--- config.mk ---
export PLATFORM = sky130hd
export DESIGN_NAME = keypad_matrix_scanner
export DESIGN_NICKNAME = d
export VERILOG_FILES = /design/src/rtl/keypad_matrix_scanner.sv
export SDC_FILE = /design/constraint.sdc
export NUM_CORES = 1
export LEC_CHECK = 0
export BUFFER_PORTS_ARGS = -buffer_cell sky130_fd_sc_hd__buf_4
export CORE_MARGIN = 4
export CORE_UTILIZATION = 54
export DETAILED_ROUTE_END_ITERATION = 12
export PLACE_DENSITY = 0.72
export SKIP_CTS_REPAIR_TIMING = 1
export SLEW_MARGIN = 25
export SYNTH_ARGS = -nofsm -noshare
export SYNTH_HDL_FRONTEND = slang
export SYNTH_SLANG_ARGS = --single-unit
--- constraint.sdc ---
create_clock -name clk -period 2.26 [get_ports clk]
set_clock_uncertainty 0.05 [all_clocks]
set_input_delay 0.452 -clock clk [delete_from_list [all_inputs] [get_ports clk]]
set_output_delay 0.452 -clock clk [all_outputs]
set_load 0.02 [all_outputs]
--- src/rtl/keypad_matrix_scanner.sv ---
// keypad_matrix_scanner: 4x4 row-scanned keypad with per-scan classification and press/release debounce.
module keypad_matrix_scanner #(
  parameter int SCAN_DIV = 5000,
  parameter int DEBOUNCE_SCANS = 4
) (
  input  logic       clk,
  input  logic       rst,
  input  logic [3:0] key_col,
  output logic [3:0] key_row,
  output logic [3:0] key_code,
  output logic       key_valid,
  output logic       key_held
);
  typedef enum logic [1:0] {IDLE, DEBOUNCE, PRESSED, RELEASE} state_t;
  state_t state, state_n;
  logic [3:0] col_s1, col_s2, hit, cnt, cnt_n, cnt_inc, cand, cand_n, acc_code, row_code, code;
  logic [15:0] div;
  logic [1:0] row, acc_n, row_n, tot, col_idx;
  logic last, eval, accept, none, single, same;
  assign last = div == 16'(SCAN_DIV - 1);
  assign eval = last && row == 2'd3;
  assign key_row = ~(4'b0001 << row);
  assign hit = ~col_s2;
  // per-row key count saturates at 2: anything beyond one key is MULTI
  assign row_n = hit == 4'd0 ? 2'd0 : (hit & (hit - 4'd1)) == 4'd0 ? 2'd1 : 2'd2;
  assign col_idx = hit[0] ? 2'd0 : hit[1] ? 2'd1 : hit[2] ? 2'd2 : 2'd3;
  assign row_code = {row, col_idx};
  assign tot = acc_n == 2'd0 ? row_n : row_n == 2'd0 ? acc_n : 2'd2;
  assign code = acc_n == 2'd0 ? row_code : acc_code;
  assign none = tot == 2'd0;
  assign single = tot == 2'd1;
  assign same = single && code == cand;
  assign cnt_inc = cnt + 4'd1;
  always_ff @(posedge clk) begin
    if (!rst) begin
      col_s1 <= 4'hF;
      col_s2 <= 4'hF;
      div <= '0;
      row <= '0;
      acc_n <= '0;
      acc_code <= '0;
    end else begin
      col_s1 <= key_col;
      col_s2 <= col_s1;
      div <= last ? '0 : div + 16'd1;
      if (last) begin
        row <= row + 2'd1;
        acc_n <= eval ? 2'd0 : tot;
        acc_code <= eval ? 4'd0 : code;
      end
    end
  end
  always_ff @(posedge clk) begin
    if (!rst) begin
      state <= IDLE;
      cnt <= '0;
      cand <= '0;
      key_code <= '0;
      key_valid <= 1'b0;
    end else begin
      state <= state_n;
      cnt <= cnt_n;
      cand <= cand_n;
      key_valid <= accept;
      if (accept) key_code <= cand;
    end
  end
  always_comb begin
    state_n = state;
    cnt_n = cnt;
    cand_n = cand;
    accept = 1'b0;
    if (eval)
      case (state)
        IDLE:
          if (single) begin
            state_n = DEBOUNCE;
            cand_n = code;
            cnt_n = 4'd1;
          end
        DEBOUNCE:
          if (same) begin
            cnt_n = cnt_inc;
            if (cnt_inc == 4'(DEBOUNCE_SCANS)) begin
              state_n = PRESSED;
              accept = 1'b1;
            end
          end else if (single) begin
            cand_n = code;
            cnt_n = 4'd1;
          end else begin
            state_n = IDLE;
            cnt_n = 4'd0;
          end
        PRESSED:
          if (!same) begin
            state_n = RELEASE;
            cnt_n = none ? 4'd1 : 4'd0;
          end
        RELEASE:
          if (none) begin
            cnt_n = cnt_inc;
            if (cnt_inc == 4'(DEBOUNCE_SCANS)) begin
              state_n = IDLE;
              cnt_n = 4'd0;
            end
          end else if (same) state_n = PRESSED;
          else cnt_n = 4'd0;
        default: state_n = IDLE;
      endcase
  end
  always_comb key_held = state == PRESSED || state == RELEASE;
endmodule

==> impl_metrics.prom, run 1 <==
# TYPE chip_impl_metric gauge
chip_impl_metric{name="number_of_global_route_vias_before_repair",unit=""} 1790
chip_impl_metric{name="track_usage",unit="%"} 19.0
chip_impl_metric{name="detail_route.wirelength",unit="mm"} 4.99
chip_impl_metric{name="finalWorstSetupSlack",unit="ns"} 0.0788
chip_impl_metric{name="synthesis.area",unit="sq um"} 2400
chip_impl_metric{name="timing_worst_slew_pin_value",unit="ns"} 0.628
chip_impl_metric{name="cts.htree.levels",unit=""} 2
chip_impl_info{name="critPathKind",value="reg -> reg"} 1
chip_impl_metric{name="time_the_worst_path_needs_with_i_o_delays_and_setup",unit="ns"} 2.18
chip_impl_metric{name="post_synth_num_cell_types",unit=""} 52
chip_impl_metric{name="floorplan.die_area",unit="sq um"} 5590
chip_impl_metric{name="rows",unit=""} 24
chip_impl_metric{name="insertion_delay",unit="ns"} 0.30
chip_impl_info{name="critPathCaptureType",value="register"} 1
chip_impl_info{name="highest-signal-layer",value="met4"} 1
chip_impl_metric{name="synth_fa_ha_area_share",unit="%"} 3.64
chip_impl_info{name="synth_top_family_by_area",value="simple AND/OR/NAND/NOR gates"} 1
chip_impl_metric{name="clkSlewWorstSetupHoldPaths",unit="ns"} 0.08
chip_impl_metric{name="ys_seq_area_share",unit="%"} 39.1
chip_impl_metric{name="grt_start_max_net_pins",unit=""} 21
chip_impl_metric{name="layout-drive-gt1-share",unit="%"} 18.6
chip_impl_metric{name="synthToLayoutAreaGrowth",unit="%"} 17.9
chip_impl_metric{name="cts-root-to-sink-buffers",unit=""} 2
chip_impl_metric{name="grt_first_pass_wirelength",unit="mm"} 8.20
chip_impl_metric{name="cts_buffers",unit=""} 5
chip_impl_metric{name="synth_area_per_cell",unit="sq um"} 8.59
chip_impl_metric{name="synth-xor-area-share",unit="%"} 7.96
chip_impl_metric{name="finalNetCount",unit=""} 319
chip_impl_metric{name="top_level_ports",unit=""} 16
chip_impl_metric{name="pwr_density_cell",unit="nW/um^2"} 506
chip_impl_metric{name="met3_length",unit="microns"} 219
chip_impl_metric{name="post-dp-hpwl",unit="mm"} 3.56
chip_impl_metric{name="synthArstFlopShare",unit="%"} 0
chip_impl_metric{name="layout_worst_path_cycle_share",unit="%"} 96.5
chip_impl_metric{name="vdd.ir_drop.worst",unit="mV"} 0.444
chip_impl_metric{name="start_util",unit="%"} 55.6
chip_impl_metric{name="yosysWarnings",unit=""} 0
chip_impl_metric{name="core",unit="sq um"} 4320
chip_impl_info{name="worstHoldPathType",value="in -> reg"} 1
chip_impl_info{name="most-common-layout-cells",value="sky130_fd_sc_hd__dfxtp_1, sky130_fd_sc_hd__nor2_1, sky130_fd_sc_hd__buf_4"} 1
chip_impl_info{name="hold_start",value="key_col[3]"} 1
chip_impl_metric{name="gp_routability_congestion",unit=""} 0.881
chip_impl_metric{name="routed-via-count",unit=""} 2017
chip_impl_metric{name="detail_route.wirelength.met1",unit="mm"} 2.37
chip_impl_metric{name="final_setup_viols",unit=""} 0
chip_impl_metric{name="synth_nets",unit=""} 293
chip_impl_info{name="start_kind",value="register"} 1
chip_impl_metric{name="timing.reg2reg.worst_path_depth",unit=""} 8
chip_impl_info{name="cts_root_buf",value="sky130_fd_sc_hd__clkbuf_8"} 1
chip_impl_metric{name="fmax",unit="MHz"} 458
chip_impl_metric{name="post_synth_and_or_nand_nor_area_fraction",unit="%"} 28.7
chip_impl_metric{name="totalNegativeSetupSlack",unit="ns"} 0
chip_impl_info{name="worst_r2r_startpoint",value="col_s2[1]"} 1
chip_impl_metric{name="worst_ep_arrival_time",unit="ns"} 2.30
chip_impl_info{name="synth_ff_type",value="sky130_fd_sc_hd__dfxtp_1"} 1
chip_impl_metric{name="synth_edf_count",unit=""} 0
chip_impl_metric{name="port-buffer-count",unit=""} 15
chip_impl_metric{name="finalMaxSlewViolations",unit=""} 0
chip_impl_metric{name="slew_margin_rel",unit="%"} 58.1
chip_impl_metric{name="hold_viol",unit=""} 0
chip_impl_metric{name="critical_path_required",unit="ns"} 2.38
chip_impl_info{name="crit-reg2reg-capture",value="key_code[3]"} 1
chip_impl_metric{name="whs_path_depth",unit=""} 2
chip_impl_metric{name="pre_cts_slack",unit="ns"} -0.0119
chip_impl_info{name="tritoncts",value="built"} 1
chip_impl_metric{name="synth_cells",unit=""} 280
chip_impl_metric{name="antenna_left",unit=""} 0
chip_impl_metric{name="antenna-diode-count",unit=""} 0
chip_impl_metric{name="met2_length",unit="mm"} 2.32
chip_impl_metric{name="synth_compound_area_share",unit="%"} 12.6
chip_impl_metric{name="route.detailed.wl_per_inst",unit="microns"} 13.9
chip_impl_metric{name="drt_iter0_markers",unit=""} 115
chip_impl_info{name="cp-startpoint",value="col_s2[1]"} 1
chip_impl_metric{name="critPathMaxFanout",unit=""} 10
chip_impl_metric{name="r2r_slack",unit="ns"} 0.08
chip_impl_metric{name="die_h",unit="microns"} 74.7
chip_impl_metric{name="static-leakage-power",unit="uW"} 0.00114
chip_impl_metric{name="dieWidth",unit="microns"} 74.7
chip_impl_metric{name="cts_num_sinks",unit=""} 47
chip_impl_metric{name="drt_first_pass_iters",unit=""} 5
chip_impl_info{name="hold_end",value="col_s1[3]"} 1
chip_impl_metric{name="antenna_violations_before_repair",unit=""} 0
chip_impl_info{name="commonest_non_fill_non_tap_cell_in_the_layout",value="sky130_fd_sc_hd__dfxtp_1"} 1
chip_impl_metric{name="yosys_register_bits",unit=""} 47
chip_impl_metric{name="vias_per_cell",unit=""} 5.62
chip_impl_info{name="status",value="finished clean"} 1
chip_impl_metric{name="route.detailed.drc",unit=""} 0
chip_impl_metric{name="max-cap-violations",unit=""} 0
chip_impl_metric{name="yosys-mux-area-fraction",unit="%"} 3.75
chip_impl_metric{name="grt-ovfl-total",unit=""} 0
-- power breakdown --
group | internal (uW) | switching [uW] | leakage (uW)
combinational | 50.3 | 59.7 | 0.000720
sequential | 838 | 7.58 | 0.000381
clock | 217 | 262 | 0.0000422
total | 1110 | 330 | 0.00114
-- final cells by class --
cell class                      instances  area, sq um
Sequential cell                        47          943
Multi-Input combinational cell        209         1470
Fill cell                             388         1490
Tap cell                               52         65.1
Clock inverter                          1         5.00
Inverter                               12         45.0
Clock buffer                            7         76.3
Timing Repair Buffer                   31          233
-- per-stage QoR --
| step | hold slack (ns) | area (sq um) | utilization [%] | power (uW) | std cells |
|---|---|---|---|---|---|
| after floorplan | 0.336 | 2400 | - | 931 | 280 |
| after global placement | 0.338 | 2640 | 61.1 | 960 | 350 |
| after detailed placement | 0.343 | 2640 | 61.1 | 962 | 350 |
| after CTS | 0.273 | 2720 | 62.9 | 1440 | 358 |
| after global routing | 0.272 | 2840 | 65.6 | 1500 | 359 |
| final | 0.281 | 2840 | 65.6 | 1440 | 359 |
-- worst max-delay path by stage --
stage / endpoint / slack [ns] / cells past startpoint
5_1_grt: cnt[0] / -0.02 / 8
3_3_place_gp: cnt[3] / 0.04 / 7
3_5_place_dp: cnt[3] / -0.01 / 7
4_1_cts: cnt[3] / -0.03 / 7
6_report: key_code[3] / 0.08 / 8
2_1_floorplan: key_code[0] / 0.14 / 7
-- sequential cells by signal, indices dropped and copies added, names as in the netlist --
register   count
key_code       4
row            2
acc_code       4
cand           4
key_valid      1
acc_n          2
div           16
cnt            4
col_s2         4
col_s1         4
state          2
-- synth_stat cells, drive strengths merged, types with 2 or more instances --
cell type | number | share of area [%]
dfxtp | 47 | 39
inv | 12 | 1.9
nor2 | 36 | 5.6
xnor2 | 8 | 2.9
and2 | 3 | 0.78
o21ai | 12 | 2.5
or3 | 4 | 1.2
nor4b | 8 | 2.9
or2 | 2 | 0.52
o32ai | 2 | 0.73
ha | 7 | 3.6
clkbuf | 9 | 1.4
nor2b | 3 | 0.78
nand2 | 22 | 3.4
a221oi | 2 | 0.73
nand2b | 14 | 4.0
and3 | 6 | 1.6
xor2 | 13 | 5.0
nand4 | 5 | 1.3
a211oi | 2 | 0.62
nor4 | 2 | 1.1
nand3 | 14 | 2.9
mux2i | 9 | 3.7
a21o | 2 | 0.62
buf | 3 | 0.88
nor3b | 3 | 1.1
a21oi | 13 | 2.7
-- cell families after synthesis --
| group | after synthesis |
|---|---|
| XOR/XNOR | 21 |
| flip-flops | 47 |
| AO/OA/AOI/OAI | 46 |
| AND/OR/NAND/NOR | 126 |
| multiplexers | 9 |
| buffers and inverters | 24 |
| adder cells (fa/ha/maj) | 7 |
-- worst max-delay path, stage by stage, from the launching register on --
cell                        delay (ns)
sky130_fd_sc_hd__dfxtp_2          0.45
sky130_fd_sc_hd__nor2b_1          0.34
sky130_fd_sc_hd__o2bb2ai_4        0.14
sky130_fd_sc_hd__xor2_4           0.19
sky130_fd_sc_hd__or2_2            0.33
sky130_fd_sc_hd__nor4_4           0.13
sky130_fd_sc_hd__buf_4            0.18
sky130_fd_sc_hd__mux2i_1          0.18
sky130_fd_sc_hd__nor2_1           0.06
-- layer usage --
| metal | up-vias | global-route usage (%) |
|---|---|---|
| li1 | 1022 | - |
| met1 | 952 | 26.0 |
| met2 | 34 | 29.3 |
| met3 | 9 | 4.81 |
| met4 | 0 | 6.72 |
| met5 | - | 0 |
Power figures use the tool's default switching activity.
==> run 2, diff against run 1 <==
--- a/config.mk
+++ b/config.mk
@@ -6,10 +6,11 @@
 export NUM_CORES = 1
 export LEC_CHECK = 0
 export BUFFER_PORTS_ARGS = -buffer_cell sky130_fd_sc_hd__buf_4
-export CORE_MARGIN = 4
-export CORE_UTILIZATION = 54
+export CORE_MARGIN = 2
+export CORE_UTILIZATION = 56
+export CTS_BUF_LIST = sky130_fd_sc_hd__clkbuf_4 sky130_fd_sc_hd__clkbuf_8
 export DETAILED_ROUTE_END_ITERATION = 12
-export PLACE_DENSITY = 0.72
+export PLACE_DENSITY = 0.75
 export SKIP_CTS_REPAIR_TIMING = 1
 export SLEW_MARGIN = 25
 export SYNTH_ARGS = -nofsm -noshare
==> run 2 against run 1 <==
Global-route usage increased by 2.9 points. Largest cell class unchanged. Critical path depth unchanged. Critical endpoint is now cnt[3]. Final area increased by 3.1%. Flip-flop and latch count unchanged. Hold slack improved by 0.0065 ns.
==> impl_metrics.prom, run 2 (synthesized netlist as in run 1, its figures left out) <==
# TYPE chip_impl_metric gauge
chip_impl_metric{name="synthToLayoutAreaGrowth",unit="%"} 21.5
chip_impl_metric{name="number_of_global_route_vias_before_repair",unit=""} 1925
chip_impl_metric{name="critical_path_required",unit="ns"} 2.46
chip_impl_metric{name="track_usage",unit="%"} 21.9
chip_impl_metric{name="drt_first_pass_iters",unit=""} 5
chip_impl_metric{name="drt_iter0_markers",unit=""} 175
chip_impl_info{name="regMostFlops",value="div"} 1
chip_impl_info{name="commonest_non_fill_non_tap_cell_in_the_layout",value="sky130_fd_sc_hd__dfxtp_1"} 1
chip_impl_metric{name="p_total",unit="uW"} 1530
chip_impl_metric{name="slew_margin_rel",unit="%"} 57.3
chip_impl_metric{name="detail_route.wirelength",unit="mm"} 5.23
chip_impl_metric{name="share_comb_of_total_power",unit="%"} 7.8
chip_impl_info{name="cell_with_the_largest_stage_delay_on_the_worst_path",value="sky130_fd_sc_hd__dfxtp_1"} 1
chip_impl_metric{name="route.detailed.wl_per_inst",unit="microns"} 14.4
chip_impl_metric{name="core",unit="sq um"} 4060
chip_impl_metric{name="finalNetCount",unit=""} 326
chip_impl_metric{name="timing_worst_slew_pin_value",unit="ns"} 0.640
chip_impl_metric{name="power_report.internal_total",unit="uW"} 1190
chip_impl_info{name="grt_busiest_layer",value="met2"} 1
chip_impl_metric{name="layout-drive-gt1-share",unit="%"} 22.3
chip_impl_metric{name="worst_ep_arrival_time",unit="ns"} 2.35
chip_impl_info{name="tritoncts",value="built"} 1
chip_impl_metric{name="critPathMaxFanout",unit=""} 6
chip_impl_metric{name="top_level_ports",unit=""} 16
chip_impl_metric{name="route.detailed.drc",unit=""} 0
chip_impl_metric{name="time_the_worst_path_needs_with_i_o_delays_and_setup",unit="ns"} 2.15
chip_impl_metric{name="seq_power_share",unit="%"} 55.4
chip_impl_metric{name="final_core_util",unit="%"} 72.0
chip_impl_metric{name="cts_num_sinks",unit=""} 47
chip_impl_metric{name="hold_viol",unit=""} 0
chip_impl_info{name="status",value="finished clean"} 1
chip_impl_metric{name="pwr_density_cell",unit="nW/um^2"} 523
chip_impl_metric{name="power_switching_share",unit="%"} 22.3
chip_impl_metric{name="gp_routability_congestion",unit=""} 0.834
chip_impl_metric{name="clkSlewWorstSetupHoldPaths",unit="ns"} 0.09
chip_impl_metric{name="max-cap-violations",unit=""} 0
chip_impl_info{name="start_kind",value="register"} 1
chip_impl_info{name="timing.critical_path.max_delay_family",value="compound AO/OA/AOI/OAI gates"} 1
chip_impl_metric{name="fmax",unit="MHz"} 465
chip_impl_metric{name="routed-via-count",unit=""} 2063
chip_impl_info{name="cts_root_buf",value="sky130_fd_sc_hd__clkbuf_8"} 1
chip_impl_metric{name="antenna_violations_before_repair",unit=""} 0
chip_impl_metric{name="layout_worst_path_cycle_share",unit="%"} 95.2
chip_impl_metric{name="finalInstanceArea",unit="sq um"} 2920
chip_impl_metric{name="grt_first_pass_wirelength",unit="mm"} 8.77
chip_impl_info{name="hold_start",value="key_col[0]"} 1
chip_impl_metric{name="die_h",unit="microns"} 69.5
chip_impl_metric{name="dieWidth",unit="microns"} 69.5
chip_impl_metric{name="power_switching",unit="uW"} 341
chip_impl_metric{name="insertion_delay",unit="ns"} 0.30
chip_impl_metric{name="cts.htree.levels",unit=""} 2
chip_impl_info{name="worst_r2r_startpoint",value="row[1]"} 1
chip_impl_metric{name="post-dp-hpwl",unit="mm"} 3.64
chip_impl_info{name="crit_chain",value="xor2_1 > o21ai_0 > nand4_1 > buf_4 > nor3b_4 > nand2b_1 > a221oi_1 > o21a_1"} 1
chip_impl_metric{name="final_setup_viols",unit=""} 0
chip_impl_metric{name="vdd.ir_drop.worst",unit="mV"} 0.350
chip_impl_metric{name="port-buffer-count",unit=""} 15
chip_impl_metric{name="rows",unit=""} 23
chip_impl_metric{name="grt-ovfl-total",unit=""} 0
chip_impl_metric{name="totalNegativeSetupSlack",unit="ns"} 0
chip_impl_metric{name="gr-usage-met3",unit="%"} 3.49
chip_impl_metric{name="vias_per_cell",unit=""} 5.67
chip_impl_metric{name="power_frac_clock",unit="%"} 36.8
chip_impl_info{name="critPathCaptureType",value="register"} 1
chip_impl_metric{name="antenna-diode-count",unit=""} 0
chip_impl_metric{name="pre_cts_slack",unit="ns"} 0.0324
chip_impl_metric{name="floorplan.die_area",unit="sq um"} 4830
chip_impl_metric{name="static-leakage-power",unit="uW"} 0.00118
chip_impl_metric{name="routing_usage_on_met1",unit="%"} 30.6
chip_impl_metric{name="start_util",unit="%"} 59.3
chip_impl_metric{name="sequential_cell_area",unit="sq um"} 946
chip_impl_metric{name="path_buf_inv",unit=""} 1
chip_impl_metric{name="multi_input_area",unit="sq um"} 1480
chip_impl_info{name="most-common-layout-cells",value="sky130_fd_sc_hd__dfxtp_1, sky130_fd_sc_hd__buf_4, sky130_fd_sc_hd__nor2_1"} 1
chip_impl_metric{name="largest_register_ffs",unit=""} 16
chip_impl_info{name="worstHoldPathType",value="in -> reg"} 1
chip_impl_metric{name="antenna_left",unit=""} 0
chip_impl_metric{name="fill_cells",unit=""} 315
chip_impl_metric{name="finalMaxSlewViolations",unit=""} 0
chip_impl_info{name="critPathKind",value="reg -> reg"} 1
chip_impl_metric{name="grt_start_max_net_pins",unit=""} 21
chip_impl_metric{name="globalRouteMet2Util",unit="%"} 34.7
chip_impl_metric{name="cp_slowest_stage_delay",unit="ns"} 0.38
chip_impl_metric{name="cts_buffers",unit=""} 5
chip_impl_info{name="cp-startpoint",value="row[1]"} 1
chip_impl_metric{name="finalWorstSetupSlack",unit="ns"} 0.109
chip_impl_metric{name="post_dp_cell_area",unit="sq um"} 2680
chip_impl_metric{name="cts-root-to-sink-buffers",unit=""} 2
## run 2: area by class of cell
type                            instances  share of cell area [%]
Multi-Input combinational cell        209                    50.6
Sequential cell                        47                    32.4
Timing Repair Buffer                   38                    9.76
Clock buffer                            8                    3.55
Tap cell                               50                    2.14
Inverter                               12                    1.54
## run 2: per-stage QoR
step                cells  hold slack (ns)
CTS                   361            0.281
global placement      353            0.340
finish                364            0.287
detailed placement    353            0.341
global route          364            0.275
floorplan             280            0.336
## run 2: worst paths after layout
kind                                  end  slack, ns  cells past startpoint
worst min-delay path            col_s1[0]       0.29                      2
worst max register to register     cnt[3]       0.11                      8
worst max-delay path               cnt[3]       0.11                      8
worst min register to register  col_s2[3]       0.36                      1
## run 2: power groups by stage
stage	logic, uW	clock network [uW]	registers, uW
after floorplan	67.7	0	863
final	120	562	847
after global placement	97.1	0	865
after detailed placement	98.0	0	865
after global routing	130	613	849
after CTS	98.6	572	846
## run 2: layer usage
metal / vias to the layer above / wire [microns]
li1: 1045 / -
met1: 958 / 2470
met2: 51 / 2450
met3: 9 / 244
met4: 0 / 64
met5: - / 0
